File: src/rtl/dlyn_pkg.sv
// ============================================================================
// Module : dlyn_pkg
// Brief  : Shared constants, parameter defaults and range checks for dlyn.
// Rev    : 1.0 - initial release
// ============================================================================
`default_nettype none

package dlyn_pkg;

   // Parameter defaults
   localparam int C_NCH_DEF    = 4;
   localparam int C_W_DEF      = 8;
   localparam int C_RETRIG_DEF = 0;

   // Legal parameter ranges
   localparam int C_NCH_MIN = 1;
   localparam int C_NCH_MAX = 16;
   localparam int C_W_MIN   = 2;
   localparam int C_W_MAX   = 16;

   // Behaviour of a trigger that arrives while a channel is counting
   typedef enum logic [0:0] {
      RETRIG_IGNORE  = 1'b0,
      RETRIG_RESTART = 1'b1
   } retrig_e;

   function automatic bit dlyn_params_ok(input int nch, input int w, input int retrig);
      return (nch >= C_NCH_MIN) && (nch <= C_NCH_MAX) &&
             (w >= C_W_MIN) && (w <= C_W_MAX) &&
             ((retrig == 0) || (retrig == 1));
   endfunction

endpackage

`default_nettype wire

File: src/rtl/dlyn_ch.sv
// ============================================================================
// Module : dlyn_ch
// Brief  : One delay channel: edge history, down-counter and overrun flag.
// Rev    : 1.0 - initial release
// ============================================================================
`default_nettype none

module dlyn_ch
   import dlyn_pkg::*;
#(
   parameter int W      = C_W_DEF,
   parameter int RETRIG = C_RETRIG_DEF
) (
   input  logic         clk,
   input  logic         reset_n,
   input  logic         in,
   input  logic         gate,
   input  logic [W-1:0] dly,
   input  logic         kill,
   input  logic         ovr_clr,
   output logic         p,
   output logic         busy,
   output logic         ovr
);

   localparam retrig_e c_mode = (RETRIG != 0) ? RETRIG_RESTART : RETRIG_IGNORE;

   logic         r_s0;
   logic         r_s1;
   logic [W-1:0] r_cnt;
   logic         r_ovr;

   logic         w_trig;
   logic         w_idle_or_last;
   logic         w_load;
   logic         w_ovr_set;
   logic [W-1:0] w_deff;
   logic [W-1:0] w_cnt_nxt;

   assign w_trig         = r_s0 & ~r_s1 & gate;
   // cnt <= 1: either idle or in the firing cycle, where a new load is always legal
   assign w_idle_or_last = (r_cnt[W-1:1] == '0);
   assign w_deff         = (dly == '0) ? W'(1) : dly;

   assign w_load    = ~kill & w_trig & ((c_mode == RETRIG_RESTART) | w_idle_or_last);
   assign w_ovr_set = ~kill & w_trig & ~w_load;

   always_comb begin
      w_cnt_nxt = r_cnt;
      if (kill) begin
         w_cnt_nxt = '0;
      end else if (w_load) begin
         w_cnt_nxt = w_deff;
      end else if (r_cnt != '0) begin
         w_cnt_nxt = r_cnt - W'(1);
      end
   end

   always_ff @(posedge clk or negedge reset_n) begin
      if (!reset_n) begin
         r_s0  <= 1'b1;
         r_s1  <= 1'b1;
         r_cnt <= '0;
         r_ovr <= 1'b0;
      end else begin
         r_s0  <= in;
         r_s1  <= r_s0;
         r_cnt <= w_cnt_nxt;
         r_ovr <= w_ovr_set | (r_ovr & ~ovr_clr);
      end
   end

   assign p    = (r_cnt == W'(1)) & ~kill;
   assign busy = (r_cnt != '0);
   assign ovr  = r_ovr;

endmodule

`default_nettype wire

File: src/rtl/dlyn.sv
// ============================================================================
// Module : dlyn
// Brief  : NCH independent edge-triggered, gated, programmable pulse delays.
// Rev    : 1.0 - initial release
// ============================================================================
`default_nettype none

module dlyn
   import dlyn_pkg::*;
#(
   parameter int NCH    = C_NCH_DEF,
   parameter int W      = C_W_DEF,
   parameter int RETRIG = C_RETRIG_DEF
) (
   input  logic             clk,
   input  logic             reset_n,
   input  logic [NCH-1:0]   in,
   input  logic [NCH-1:0]   gate,
   input  logic [NCH*W-1:0] dly,
   input  logic [NCH-1:0]   kill,
   input  logic             ovr_clr,
   output logic [NCH-1:0]   p,
   output logic             p_any,
   output logic [NCH-1:0]   busy,
   output logic [NCH-1:0]   ovr
);

   if (!dlyn_params_ok(NCH, W, RETRIG)) begin : g_bad_param
      $error("dlyn: NCH, W or RETRIG outside the supported range");
   end

   for (genvar c = 0; c < NCH; c++) begin : g_ch
      dlyn_ch #(
         .W      (W),
         .RETRIG (RETRIG)
      ) u_ch (
         .clk     (clk),
         .reset_n (reset_n),
         .in      (in[c]),
         .gate    (gate[c]),
         .dly     (dly[c*W +: W]),
         .kill    (kill[c]),
         .ovr_clr (ovr_clr),
         .p       (p[c]),
         .busy    (busy[c]),
         .ovr     (ovr[c])
      );
   end

   assign p_any = |p;

endmodule

`default_nettype wire

File: config.mk
export PLATFORM = sky130hd
export DESIGN_NAME = dlyn
export DESIGN_NICKNAME = d
export VERILOG_FILES = /design/src/rtl/dlyn_pkg.sv /design/src/rtl/dlyn_ch.sv /design/src/rtl/dlyn.sv
export SDC_FILE = /design/constraint.sdc
export NUM_CORES = 1
export LEC_CHECK = 0
export BUFFER_PORTS_ARGS = -buffer_cell sky130_fd_sc_hd__buf_2
export CORE_UTILIZATION = 59
export CTS_CLUSTER_DIAMETER = 200
export DETAILED_ROUTE_END_ITERATION = 10
export PLACE_DENSITY_LB_ADDON = 0.05
export SYNTH_ARGS = -nofsm -noshare
export SYNTH_HDL_FRONTEND = slang
export SYNTH_HIERARCHICAL = 1
export SYNTH_SLANG_ARGS = --single-unit
File: constraint.sdc
create_clock -name clk -period 6.2 [get_ports clk]
set_input_delay 0 -clock clk [delete_from_list [all_inputs] [get_ports clk]]
set_output_delay 0 -clock clk [all_outputs]
set_load 0.01 [all_outputs]
Word level (Yosys, flattened, before mapping)
Cells that the tools add are included.

storage, ports and cells
  flip-flop bits (word level) = 44
  output and inout port bits = 13

cells by class
  add/subtract/negate cells = 4
  equality and inequality tests = 4
  muxes and demuxes = 16
  bitwise logic cells = 45
  reduce and logical (&&, ||, !) cells = 17

operators by type and width
  kind                   number
  $mux W8                16
  $eq A8 B1 Y1 const B   4
  $logic_not A8 Y1       4
  $reduce_bool A8 Y1     4
  $sub A8 B1 Y8 const B  4
  $and A1 B1 Y1          28
  $logic_not A7 Y1       4
  $not A1 Y1             13
  $reduce_bool A3 Y1     4
  $or A1 B1 Y1           4
  $reduce_or A4 Y1       1

Logic depth before layout (Yosys ltp)
Gate-level depths: netlist of the first run.

  depth after elaboration = 8
  depth in mapped cells = 6

Hierarchy
The synthesis of the first run kept the hierarchy.

modules (own cells, without submodules)
  module                      instances  cells each  area an instance (um^2)  seq. area each (um^2)
  dlyn_ch (g_ch[0].u_ch ...)  3          74          679.4                    277.8
  dlyn_ch (g_ch[3].u_ch)      1          74          676.9                    277.8
  dlyn                        1          1           7.5                      0.0

Least setup slack after synthesis of the first run
OpenSTA, ideal clock, no wires.

  path type = register -> register
  from = reg g_ch[0].u_ch.r_cnt[5]
  to = reg g_ch[0].u_ch.r_cnt[7]
  setup time = 125 ps
  data arrival time = 2,129 ps
  required time = 6,075 ps
  setup slack = 3,946 ps
  cell stages (with the launch flop) = 7
  period minus slack after synthesis = 2,254 ps
  cell sequence = dfrtp_1 > or4_1 > clkbuf_2 > or3_2 > clkbuf_1 > mux2i_1 > a2111oi_0

between the ends
  longest elaborated chain between the ends = 4

ends and longest elaborated chain
  what                                               RTL line                      text
  start, declared                                    dlyn_ch.sv:30                 logic [W-1:0] r_cnt;
  start signal, assigned                             dlyn_ch.sv:68                 r_cnt <= w_cnt_nxt;
  $sub A8 B1 Y8 or $logic_not A7 Y1 (tied branches)  dlyn_ch.sv:55, dlyn_ch.sv:42
  $mux W8 or $and A1 B1 Y1 (tied branches)           dlyn_ch.sv:54, dlyn_ch.sv:45
  $mux W8                                            dlyn_ch.sv:52                 end else if (w_load) begin
  $mux W8                                            dlyn_ch.sv:50                 if (kill) begin

Parallel ways exist; a longest one is shown, timed or not. The select of a mux whose other input is x is not followed.
A chain may end at the register's enable or synchronous reset.

Final worst setup path of the first run
  from = reg g_ch[0].u_ch.r_cnt[4]
  to = reg g_ch[0].u_ch.r_cnt[2]

between the ends
  longest elaborated chain between the ends = 4

ends and longest elaborated chain
  what              RTL line       text
  $logic_not A7 Y1  dlyn_ch.sv:42  assign w_idle_or_last = (r_cnt[W-1:1] == '0);
  $and A1 B1 Y1     dlyn_ch.sv:45  assign w_load = ~kill & w_trig & ((c_mode == RETRIG_RESTART) | w_idle_or_last);
  $mux W8           dlyn_ch.sv:52
  $mux W8           dlyn_ch.sv:50

Parallel ways exist; a longest one is shown, timed or not.

==> reports/qor.txt, run 1 <==
Drt drc - 0
Sw Pwr - 678.9 uW
Status - finished, final reports clean
First-pass detailed-route iteration total - 4
Worst-Margin Slew - 0.9371 ns
CTS tree - yes
Sink Count - 44
# resized after CTS - 0
Layout cell share with drive strength beyond 1 - 22.88%
Critical path arrival - 2.92 ns
Die Y - 69.93 microns
DIE AREA - 0.004890 sq mm
Synth Register Bits - 44
Initial antenna violation count - 0
Placed Cells incl. Taps - 392
Fmax - 371.9 MHz
Synth top area share - 33.09%
CTS Buffer Depth - 2
H-tree depth - 2
Routed WL - 6558 microns
Sequential power share - 30.8%
Vias - 2516
Clock root buffer - clkbuf_8
Wire per inst - 14.87 microns
Worst endpoint required time - 6.43 ns
Unrepaired setup endpoints after global routing - no
# rows - 24
CP endpoint kind - register
Combinational Power Share - 56.0%
Register clock-pin slew on the reported worst setup and hold paths - 0.08 ns
Syn_nets - 356
P_int - 958.3 uW
Vias in the first global route - 2414
Max Cap Viol - 0
Final Wtd Congestion - 0.9250
Total GRT Usage - 28.97%
Vias per cell - 5.705
Pleak - 1.674 nW
Initial Util - 62.10%
Min Clock Period, post-route - 2.689 ns
Total congestion overflow - 0
Worst Clk Skew - 0.005866 ns
Most used DFF post-synth - dfrtp_1
Core box area - 0.004384 sq mm
Finish-stage setup viols - 0
Cell taking the most area after synthesis - dfrtp_1
Area growth syn-to-layout - 28.72%
FFs w/ async S/R, synth - 100.0%
Peak supply drop - 262.4 uV
Max_slew headroom - 37.53%
Final ANT Viol Nets - 0
Largest net degree at the start of global routing - 45
Critical path class - reg -> reg
Synthesized area per cell - 9.167 sq um
Post-CTS setup buffers - 0
Post-Syn Area - 0.002723 sq mm
Post-synth EDFFs - 0
TNS Setup - 0 ns
Worst min-delay path category - in -> reg
Non-Filler Instances - 441
Final Hold Violating Endpoints - 0
PortBufs - 59
Fin crit share - 43.36%
Synth Warn # - 6
Clk_lat worst skew - 0.29 ns
Nets - 447
Mapped Cells - 297
Dpl hpwl - 4474 microns
Fin. max-slew vios - 0
Sw Share - 41.47%
# IOs - 60
Synth unique cells - 32
Clock network fraction of total power - 13.2%
FF-to-FF setup slack - 3.51 ns
Worst-path fanout max - 7
Hold buffer count at cts - 41
Inserted Clock Buffers - 5
Final design utilization - 79.94%
Die W - 69.93 microns
Antenna Cells - 0
Synth area leaders - dfrtp_1, dfstp_2, ha_1, nand2_1, nor2_1
Seq/Total Area, Yosys - 40.81%
Worst setup SP type - register
Power per Cell Area - 467.1 mW/mm^2
Initial DRC Count - 183
Global-route wire length before repair - 11210 microns
synth_stat cells, types with 12 or more instances:
cell,instances
nor3_1,16
nand2_1,32
nand3_1,12
dfrtp_1,36
or4_1,13
ha_1,12
a21oi_1,20
inv_1,20
nor2_1,28
flip-flops by register name (all words and copies together), names as in the netlist:
register / flops
g_ch.u_ch/r_cnt: 32
g_ch.u_ch/ovr: 4
g_ch.u_ch/r_s0: 4
g_ch.u_ch/r_s1: 4
logic make-up (layout without fill, tap and decap cells):
kind of cell    count (synthesis)  in the layout  synth area share [%]
simple gates                  133            133                 26.98
buf+inv                        36            128                 6.296
flops                          44             44                 40.81
fa+ha+maj                      12             12                 5.515
compound gates                 48             48                 12.32
mux                             8              8                 2.941
xor+xnor                       16             16                 5.147
layout make-up:
cell class	instances	area, sq um
tap	52	65.06
fill	306	879.6
clock buffer	6	72.57
timing repair buffer	100	705.7
multi-input combinational	217	1440
sequential	44	1111
inverter	20	75.07
clock inverter	2	35.03
power groups by stage:
stage | clock [mW] | sequential [mW] | combinational [mW]
after floorplan | 0 | 0.476 | 0.718
after global placement | 0 | 0.501 | 0.818
after detailed placement | 0 | 0.507 | 0.830
after CTS | 0.222 | 0.502 | 0.901
after global routing | 0.232 | 0.521 | 1.02
final | 0.217 | 0.504 | 0.916
worst max-delay path: stages, from the launching register on:
cell           delay [ns]
dfrtp_1              0.41
or4_1                0.62
nor3_1               0.64
nand2_1              0.17
a21oi_1              0.19
dlygate4sd3_1        0.59
worst paths after layout:
path | startpoint | cells past startpoint | endpoint
max | g_ch[0].u_ch/r_cnt[4]$_DFFE_PN0P_ | 5 | g_ch[0].u_ch/r_cnt[2]$_DFFE_PN0P_
min | kill[3] | 2 | g_ch[3].u_ch/r_cnt[0]$_DFFE_PN0P_
max reg2reg | g_ch[0].u_ch/r_cnt[4]$_DFFE_PN0P_ | 5 | g_ch[0].u_ch/r_cnt[2]$_DFFE_PN0P_
min reg2reg | g_ch[0].u_ch/r_s0$_DFF_PN1_ | 0 | g_ch[0].u_ch/r_s1$_DFF_PN1_
max in group asynchronous | reset_n | 2 | g_ch[2].u_ch/r_cnt[2]$_DFFE_PN0P_
min in group asynchronous | reset_n | 2 | g_ch[1].u_ch/r_cnt[6]$_DFFE_PN0P_
placed cells by master (no fill, tap or decap), types with 5 or more instances in the layout:
cell and count:
a211oi_1 8, a21oi_1 20, buf_2 59, clkbuf_8 5, dfrtp_1 36, dfstp_2 8, dlygate4sd3_1 41, ha_1 12
inv_1 20, mux2i_1 8, nand2_1 32, nand3_1 12, nor2_1 28, nor3_1 16, or4_1 13, xnor2_1 8
xor2_1 8
routing by layer:
layer / vias up / share of wire (%) / track usage (%)
met5: - / 0 / 0
met4: 0 / 1.5 / 8.889
met3: 11 / 5.1 / 5.483
met2: 88 / 48 / 47.22
met1: 1175 / 45 / 39.33
li1: 1242 / - / -
metrics by stage:
stage / hold WS [ns] / cell area (sq um) / power [mW] / worst slack, ns
after floorplan: -0.2956 / 2723 / 1.194 / 3.946
after global placement: 0.1045 / 2987 / 1.318 / 3.957
after detailed placement: 0.1061 / 2987 / 1.337 / 3.731
after global routing: 0.03023 / 3505 / 1.772 / 3.323
after CTS: 0.01133 / 3505 / 1.625 / 3.598
final: 0.01631 / 3505 / 1.637 / 3.511
Note: power is estimated with default switching activity, not from simulation.
==> run 2: changes to the inputs <==
--- a/config.mk
+++ b/config.mk
@@ -6,7 +6,7 @@
 export NUM_CORES = 1
 export LEC_CHECK = 0
 export BUFFER_PORTS_ARGS = -buffer_cell sky130_fd_sc_hd__buf_2
-export CORE_UTILIZATION = 59
+export CORE_UTILIZATION = 54
 export CTS_CLUSTER_DIAMETER = 200
 export DETAILED_ROUTE_END_ITERATION = 10
 export PLACE_DENSITY_LB_ADDON = 0.05
==> constraint.sdc (replaced) <==
create_clock -name clk -period 2.6 [get_ports clk]
set_input_delay 0 -clock clk [delete_from_list [all_inputs] [get_ports clk]]
set_output_delay 0 -clock clk [all_outputs]
set_load 0.01 [all_outputs]
==> reports/qor.txt, run 2 (synthesis results as in run 1) <==
Vias per cell - 5.456 (-4.4%)
Final instance area - 0.003537 sq mm (+0.93%)
Power per Cell Area - 1097 mW/mm^2 (+130%)
WHS Endpoint - g_ch[0].u_ch/r_cnt[7]$_DFFE_PN0P_
Critical path class - reg -> reg
Worst endpoint required time - 2.78 ns (-3.65 ns)
Clk_lat worst skew - 0.29 ns (about the same)
CTS Buffer Depth - 2 (unchanged)
Worst Clk Skew - 0.007667 ns (+0.001802 ns)
Top reg by flops - g_ch.u_ch/r_cnt
Most common cell after layout, fill and taps aside - buf_2
Area growth syn-to-layout - 29.92%
CP endpoint kind - register
Finish-stage setup viols - 0 (unchanged)
Worst min-delay path category - in -> reg
Die W - 73.01 microns (+4.4%)
Total congestion overflow - 0 (unchanged)
Antenna Cells - 0 (unchanged)
DIE AREA - 0.005330 sq mm (+9.0%)
Final Hold Violating Endpoints - 0 (unchanged)
RR Startpoint - g_ch[0].u_ch/r_cnt[4]$_DFFE_PN0P_
Hold path startpoint - dly[7]
Final ANT Viol Nets - 0 (unchanged)
Most frequent cells in the layout - buf_2, dlygate4sd3_1, dfrtp_1
TNS Setup - 0 ns (unchanged)
Layout cell share with drive strength beyond 1 - 24.68% (+1.8 points)
Nets - 447 (unchanged)
Global-route wire length before repair - 10460 microns (-6.6%)
Dpl hpwl - 4380 microns (-2.1%)
Min Clock Period, post-route - 2.501 ns (-0.1874 ns)
Largest register FFs - 32 (unchanged)
H-tree depth - 2 (unchanged)
Drt drc - 0 (unchanged)
Placed Area - 0.003035 sq mm (+1.6%)
PortBufs - 59 (unchanged)
Unrepaired setup endpoints after global routing - no
Status - finished, final reports clean
Max Cap Viol - 0 (unchanged)
Routed WL - 6364 microns (-3.0%)
First-pass detailed-route iteration total - 4 (unchanged)
Worst-Margin Slew - 0.9519 ns (+0.01479 ns)
Sink Count - 44 (unchanged)
# IOs - 60 (unchanged)
Total GRT Usage - 25.27% (-3.7 points)
Core box area - 0.004786 sq mm (+9.2%)
CTS tree - yes
Post-CTS setup buffers - 0 (unchanged)
Worst-path fanout max - 9 (+2)
Wire per inst - 13.96 microns (-6.2%)
Die Y - 73.01 microns (+4.4%)
Initial DRC Count - 151 (-17%)
Fmax - 399.8 MHz (+7.5%)
Final Wtd Congestion - 0.8827 (-4.6%)
# rows - 25 (+4.2%)
Max_slew headroom - 36.54% (-0.99 points)
Initial Util - 56.89% (-5.2 points)
FF-to-FF setup slack - 0.1 ns (-3.41 ns)
Inserted Clock Buffers - 5 (unchanged)
Worst r2r path cells - 5 (unchanged)
Vias in the first global route - 2328 (-3.6%)
Initial antenna violation count - 0 (unchanged)
Register clock-pin slew on the reported worst setup and hold paths - 0.08 ns (about the same)
Pleak - 1.677 nW (+0.18%)
Worst setup SP type - register
Largest net degree at the start of global routing - 45 (unchanged)
Critical path arrival - 2.68 ns (-0.24 ns)
R2r endpoint - g_ch[0].u_ch/r_cnt[2]$_DFFE_PN0P_
Clock root buffer - clkbuf_8
Hold path depth - 3 (+1)
Vias - 2488 (-1.1%)
Fin Hold WS - 0.03240 ns (+0.01609 ns)
Fin. max-slew vios - 0 (unchanged)
Fin crit share - 96.20% (+53 points)
Peak supply drop - 651.8 uV (+150%)
[run 2: changes by cell type in the layout (fill, tap and decap cells not counted), sizes merged]
cell         change
buf              +4
dlygate4sd3      -4
[run 2: cell type report]
class	instances	area, sq um
Multi-Input combinational cell	217	1464
Fill cell	347	1249
Sequential cell	44	1111
Timing Repair Buffer	100	695.7
Tap cell	67	83.83
Inverter	20	75.07
Clock buffer	6	72.57
Clock inverter	2	35.03
[run 2: metrics by stage]
stage | power (mW) | util, % | setup WS (ns) | cells
finish | 3.881 | 73.91 | 0.09881 | 456
global route | 4.196 | 73.91 | 0.04086 | 456
CTS | 3.821 | 73.41 | 0.05761 | 456
detailed placement | 3.173 | 63.42 | 0.2646 | 411
global placement | 3.159 | 63.42 | 0.3560 | 411
floorplan | 2.848 | - | 0.3461 | 297
[run 2: routing by layer]
| layer | part of all wire, % | global-route usage, % |
|---|---|---|
| met5 | 0 | 0 |
| met2 | 47 | 40.64 |
| met4 | 0.46 | 5.664 |
| met3 | 4.8 | 3.867 |
| met1 | 47 | 35.97 |
[run 2: report_power, final]
part	leakage (nW)	internal, mW	switching (mW)
sequential	0.560	0.921	0.289
combinational	1.06	1.07	1.08
clock	0.0552	0.286	0.234
total	1.68	2.27	1.61
[run 2: how the worst max path moves through the flow]
stage                                 startpoint                                end  slack [ns]  cells after the start
2_1_floorplan  g_ch[0].u_ch/r_cnt[5]$_DFFE_PN0P_  g_ch[0].u_ch/r_cnt[7]$_DFFE_PN0P_        0.35                      6
3_3_place_gp   g_ch[2].u_ch/r_cnt[5]$_DFFE_PN0P_  g_ch[2].u_ch/r_cnt[7]$_DFFE_PN0P_        0.36                      4
3_5_place_dp   g_ch[2].u_ch/r_cnt[4]$_DFFE_PN0P_  g_ch[2].u_ch/r_cnt[7]$_DFFE_PN0P_        0.26                      4
4_1_cts        g_ch[1].u_ch/r_cnt[5]$_DFFE_PN0P_  g_ch[1].u_ch/r_cnt[4]$_DFFE_PN0P_        0.06                      5
5_1_grt        g_ch[0].u_ch/r_cnt[4]$_DFFE_PN0P_  g_ch[0].u_ch/r_cnt[2]$_DFFE_PN0P_        0.04                      5
6_report       g_ch[0].u_ch/r_cnt[4]$_DFFE_PN0P_  g_ch[0].u_ch/r_cnt[2]$_DFFE_PN0P_         0.1                      5
[run 2: repair_timing]
item | in CTS | in global routing
hold buffers | 37 | 0
endpoints found under the hold margin | 70 | 0
gates resized for setup | 0 | 6
endpoints found under the setup margin | 0 | 5
[run 2: critical path: stages, from the launching register on]
cell and delay, ns:
dfrtp_1 0.41, or4_1 0.63, or4b_4 0.64, nand3_1 0.10
a21oi_1 0.06, dlygate4sd3_1 0.55
==> run 3: changes to the inputs <==
--- a/config.mk
+++ b/config.mk
@@ -5,8 +5,9 @@
 export SDC_FILE = /design/constraint.sdc
 export NUM_CORES = 1
 export LEC_CHECK = 0
+export ABC_AREA = 1
 export BUFFER_PORTS_ARGS = -buffer_cell sky130_fd_sc_hd__buf_2
-export CORE_UTILIZATION = 54
+export CORE_UTILIZATION = 50
 export CTS_CLUSTER_DIAMETER = 200
 export DETAILED_ROUTE_END_ITERATION = 10
 export PLACE_DENSITY_LB_ADDON = 0.05
==> constraint.sdc (replaced) <==
create_clock -name clk -period 2.04 [get_ports clk]
set_input_delay 0 -clock clk [delete_from_list [all_inputs] [get_ports clk]]
set_output_delay 0 -clock clk [all_outputs]
set_load 0.01 [all_outputs]
==> reports/qor.txt, run 3 <==
Fin crit share - 76.98% (-19 points)
Critical path buffer and inverter count - 1 (unchanged)
Max_slew headroom - 61.77% (+25 points)
Largest net degree at the start of global routing - 45 (unchanged)
Critical path class - reg -> reg
Most common library cells after synthesis - nand2_1, nor2_1, inv_1
Final Wtd Congestion - 0.8663 (-1.9%)
Area growth syn-to-layout - 19.72%
Synth Register Bits - 44 (unchanged)
Crit-path leading delay family - buffers and inverters
FILL cells - 554 (+60%)
Synth unique cells - 22 (-31%)
Worst min-delay path category - in -> reg
Most common cell after layout, fill and taps aside - nand2_1
Global-route wire length before repair - 11340 microns (+8.4%)
Most frequent cells in the layout - nand2_1, nor2_1, buf_2
Die Y - 80.60 microns (+10%)
Max Cap Viol - 0 (unchanged)
Post-CTS setup buffers - 0 (unchanged)
Clk_lat worst skew - 0.29 ns (about the same)
First-pass detailed-route iteration total - 4 (unchanged)
Sequence of cells on the critical path - nor2_4 > nand2_4 > nor2_8 > o22ai_1 > dlygate4sd3_1
Initial Util - 51.87% (-5.0 points)
Cell taking the most area after synthesis - dfrtp_1
Hold buffer count at cts - 12 (-68%)
Worst-path fanout max - 4 (-5)
Total GRT Usage - 22.52% (-2.7 points)
DIE AREA - 0.006496 sq mm (+22%)
Slowest CP cell - dlygate4sd3_1
Top reg by flops - g_ch.u_ch/r_cnt
Vias in the first global route - 2604 (+12%)
Fin. max-slew vios - 0 (unchanged)
Min Clock Period, post-route - 1.570 ns (-0.9308 ns)
Largest stage delay on the critical path - 0.55 ns (-0.09 ns)
Nets - 557 (+25%)
Synth Warn # - 6 (unchanged)
Drt drc - 0 (unchanged)
PortBufs - 59 (unchanged)
CP endpoint kind - register
Fmax - 636.8 MHz (+59%)
Unrepaired setup endpoints after global routing - no
Syn_nets - 478 (+34%)
Worst endpoint required time - 2.22 ns (-0.56 ns)
Post-synth EDFFs - 0 (unchanged)
Register clock-pin slew on the reported worst setup and hold paths - 0.09 ns (about the same)
FFs w/ async S/R, synth - 100.0% (unchanged)
Peak supply drop - 723.2 uV (+11%)
Critical path arrival - 1.75 ns (-0.93 ns)
Worst Clk Skew - 0.004890 ns (-0.002778 ns)
Synth top area share - 29.16% (-3.9 points)
Slack of the critical path - 0.4696 ns (+0.3708 ns)
Worst setup SP type - register
Most common cell in the synthesized netlist - nand2_1
Routed WL - 6578 microns (+3.4%)
Dpl hpwl - 5138 microns (+17%)
Total congestion overflow - 0 (unchanged)
Final ANT Viol Nets - 0 (unchanged)
# IOs - 60 (unchanged)
Post-Syn Area - 0.003089 sq mm (+13%)
Vias per cell - 4.815 (-12%)
Final Hold Violating Endpoints - 0 (unchanged)
Synthesized area per cell - 7.373 sq um (-20%)
Initial DRC Count - 70 (-54%)
H-tree depth - 2 (unchanged)
TNS Setup - 0 ns (unchanged)
Worst-Margin Slew - 0.5735 ns (-0.3784 ns)
Setup slack at placement - 0.5926 ns (+0.3280 ns)
Initial antenna violation count - 0 (unchanged)
CTS tree - yes
Layout cell share with drive strength beyond 1 - 28.06% (+3.4 points)
Sink Count - 44 (unchanged)
Die W - 80.60 microns (+10%)
Antenna Cells - 0 (unchanged)
Seq/Total Area, Yosys - 35.97% (-4.8 points)
Largest register FFs - 32 (unchanged)
Mapped Cells - 419 (+41%)
Status - finished, final reports clean
# rows - 28 (+12%)
Vias - 2764 (+11%)
Inserted Clock Buffers - 5 (unchanged)
Core box area - 0.005956 sq mm (+24%)
Synth area leaders - dfrtp_1, nand2_1, nor2_1, dfstp_2, inv_1
Pleak - 2.011 nW (+20%)
CTS Buffer Depth - 2 (unchanged)
# resized after CTS - 0 (unchanged)
Most used DFF post-synth - dfrtp_1
Wire per inst - 11.46 microns (-18%)
Clock root buffer - clkbuf_8
Finish-stage setup viols - 0 (unchanged)
Power per Cell Area - 1174 mW/mm^2 (+7.0%)
[run 3: worst min-delay path, delay by kind of cell]
kind	cells	cell delay, ns
compound gates	1	0.08
buf+inv	1	0.09
simple gates	1	0.09
[run 3: worst paths after layout]
path	endpoint	cells after the start	slack, ns	from
worst max-delay path	g_ch[3].u_ch/ovr$_DFF_PN0_	5	0.47	g_ch[3].u_ch/r_cnt[5]$_DFFE_PN0P_
worst min-delay path	g_ch[3].u_ch/r_cnt[4]$_DFFE_PN0P_	3	0.007	dly[28]
worst max register to register	g_ch[3].u_ch/ovr$_DFF_PN0_	5	0.47	g_ch[3].u_ch/r_cnt[5]$_DFFE_PN0P_
worst min register to register	g_ch[3].u_ch/r_s1$_DFF_PN1_	0	0.38	g_ch[3].u_ch/r_s0$_DFF_PN1_
max in group asynchronous	g_ch[0].u_ch/r_s1$_DFF_PN1_	3	1.34	reset_n
min in group asynchronous	g_ch[3].u_ch/r_cnt[4]$_DFFE_PN0P_	3	0.31	reset_n
[run 3: metal layers]
layer	routed length (microns)	global-route usage, %	up-vias	part of all wire, %
li1	-	-	1461	-
met1	3201	30.06	1240	49
met2	3079	37.97	57	47
met3	243	2.955	6	3.7
met4	53	6.250	0	0.81
met5	0	0	-	0
[run 3: cell type report]
class / count / area [sq um] / share of cell area, %
clock buffer: 6 / 82.58 / 2.233
tap: 75 / 93.84 / 2.537
clock inverter: 2 / 10.01 / 0.2706
timing repair buffer: 72 / 422.9 / 11.43
multi-input combinational: 311 / 1733 / 46.85
sequential: 44 / 1111 / 30.04
inverter: 64 / 245.2 / 6.631
[run 3: stage by stage]
step / hold WS, ns / std cells / power (mW) / cell area, sq um / utilization [%]
after floorplan: -0.2956 / 419 / 3.249 / 3089 / -
after global placement: 0.1046 / 554 / 3.747 / 3486 / 58.53
after detailed placement: 0.1076 / 554 / 3.772 / 3486 / 58.53
after CTS: 0.001698 / 574 / 4.389 / 3699 / 62.10
after global routing: 0.03270 / 574 / 4.808 / 3699 / 62.10
final: 0.007059 / 574 / 4.342 / 3699 / 62.10
[run 3: where the power goes]
part	total, mW	switching, mW	internal [mW]
Clock	0.572	0.301	0.271
Combinational	2.47	1.53	0.940
Sequential	1.30	0.198	1.10
[run 3: cell families after synthesis]
group | Yosys count | synth area share [%]
simple gates | 259 | 43.62
buf+inv | 64 | 7.938
flops | 44 | 35.97
compound gates | 32 | 5.346
fa+ha+maj | 12 | 4.860
xor+xnor | 8 | 2.268
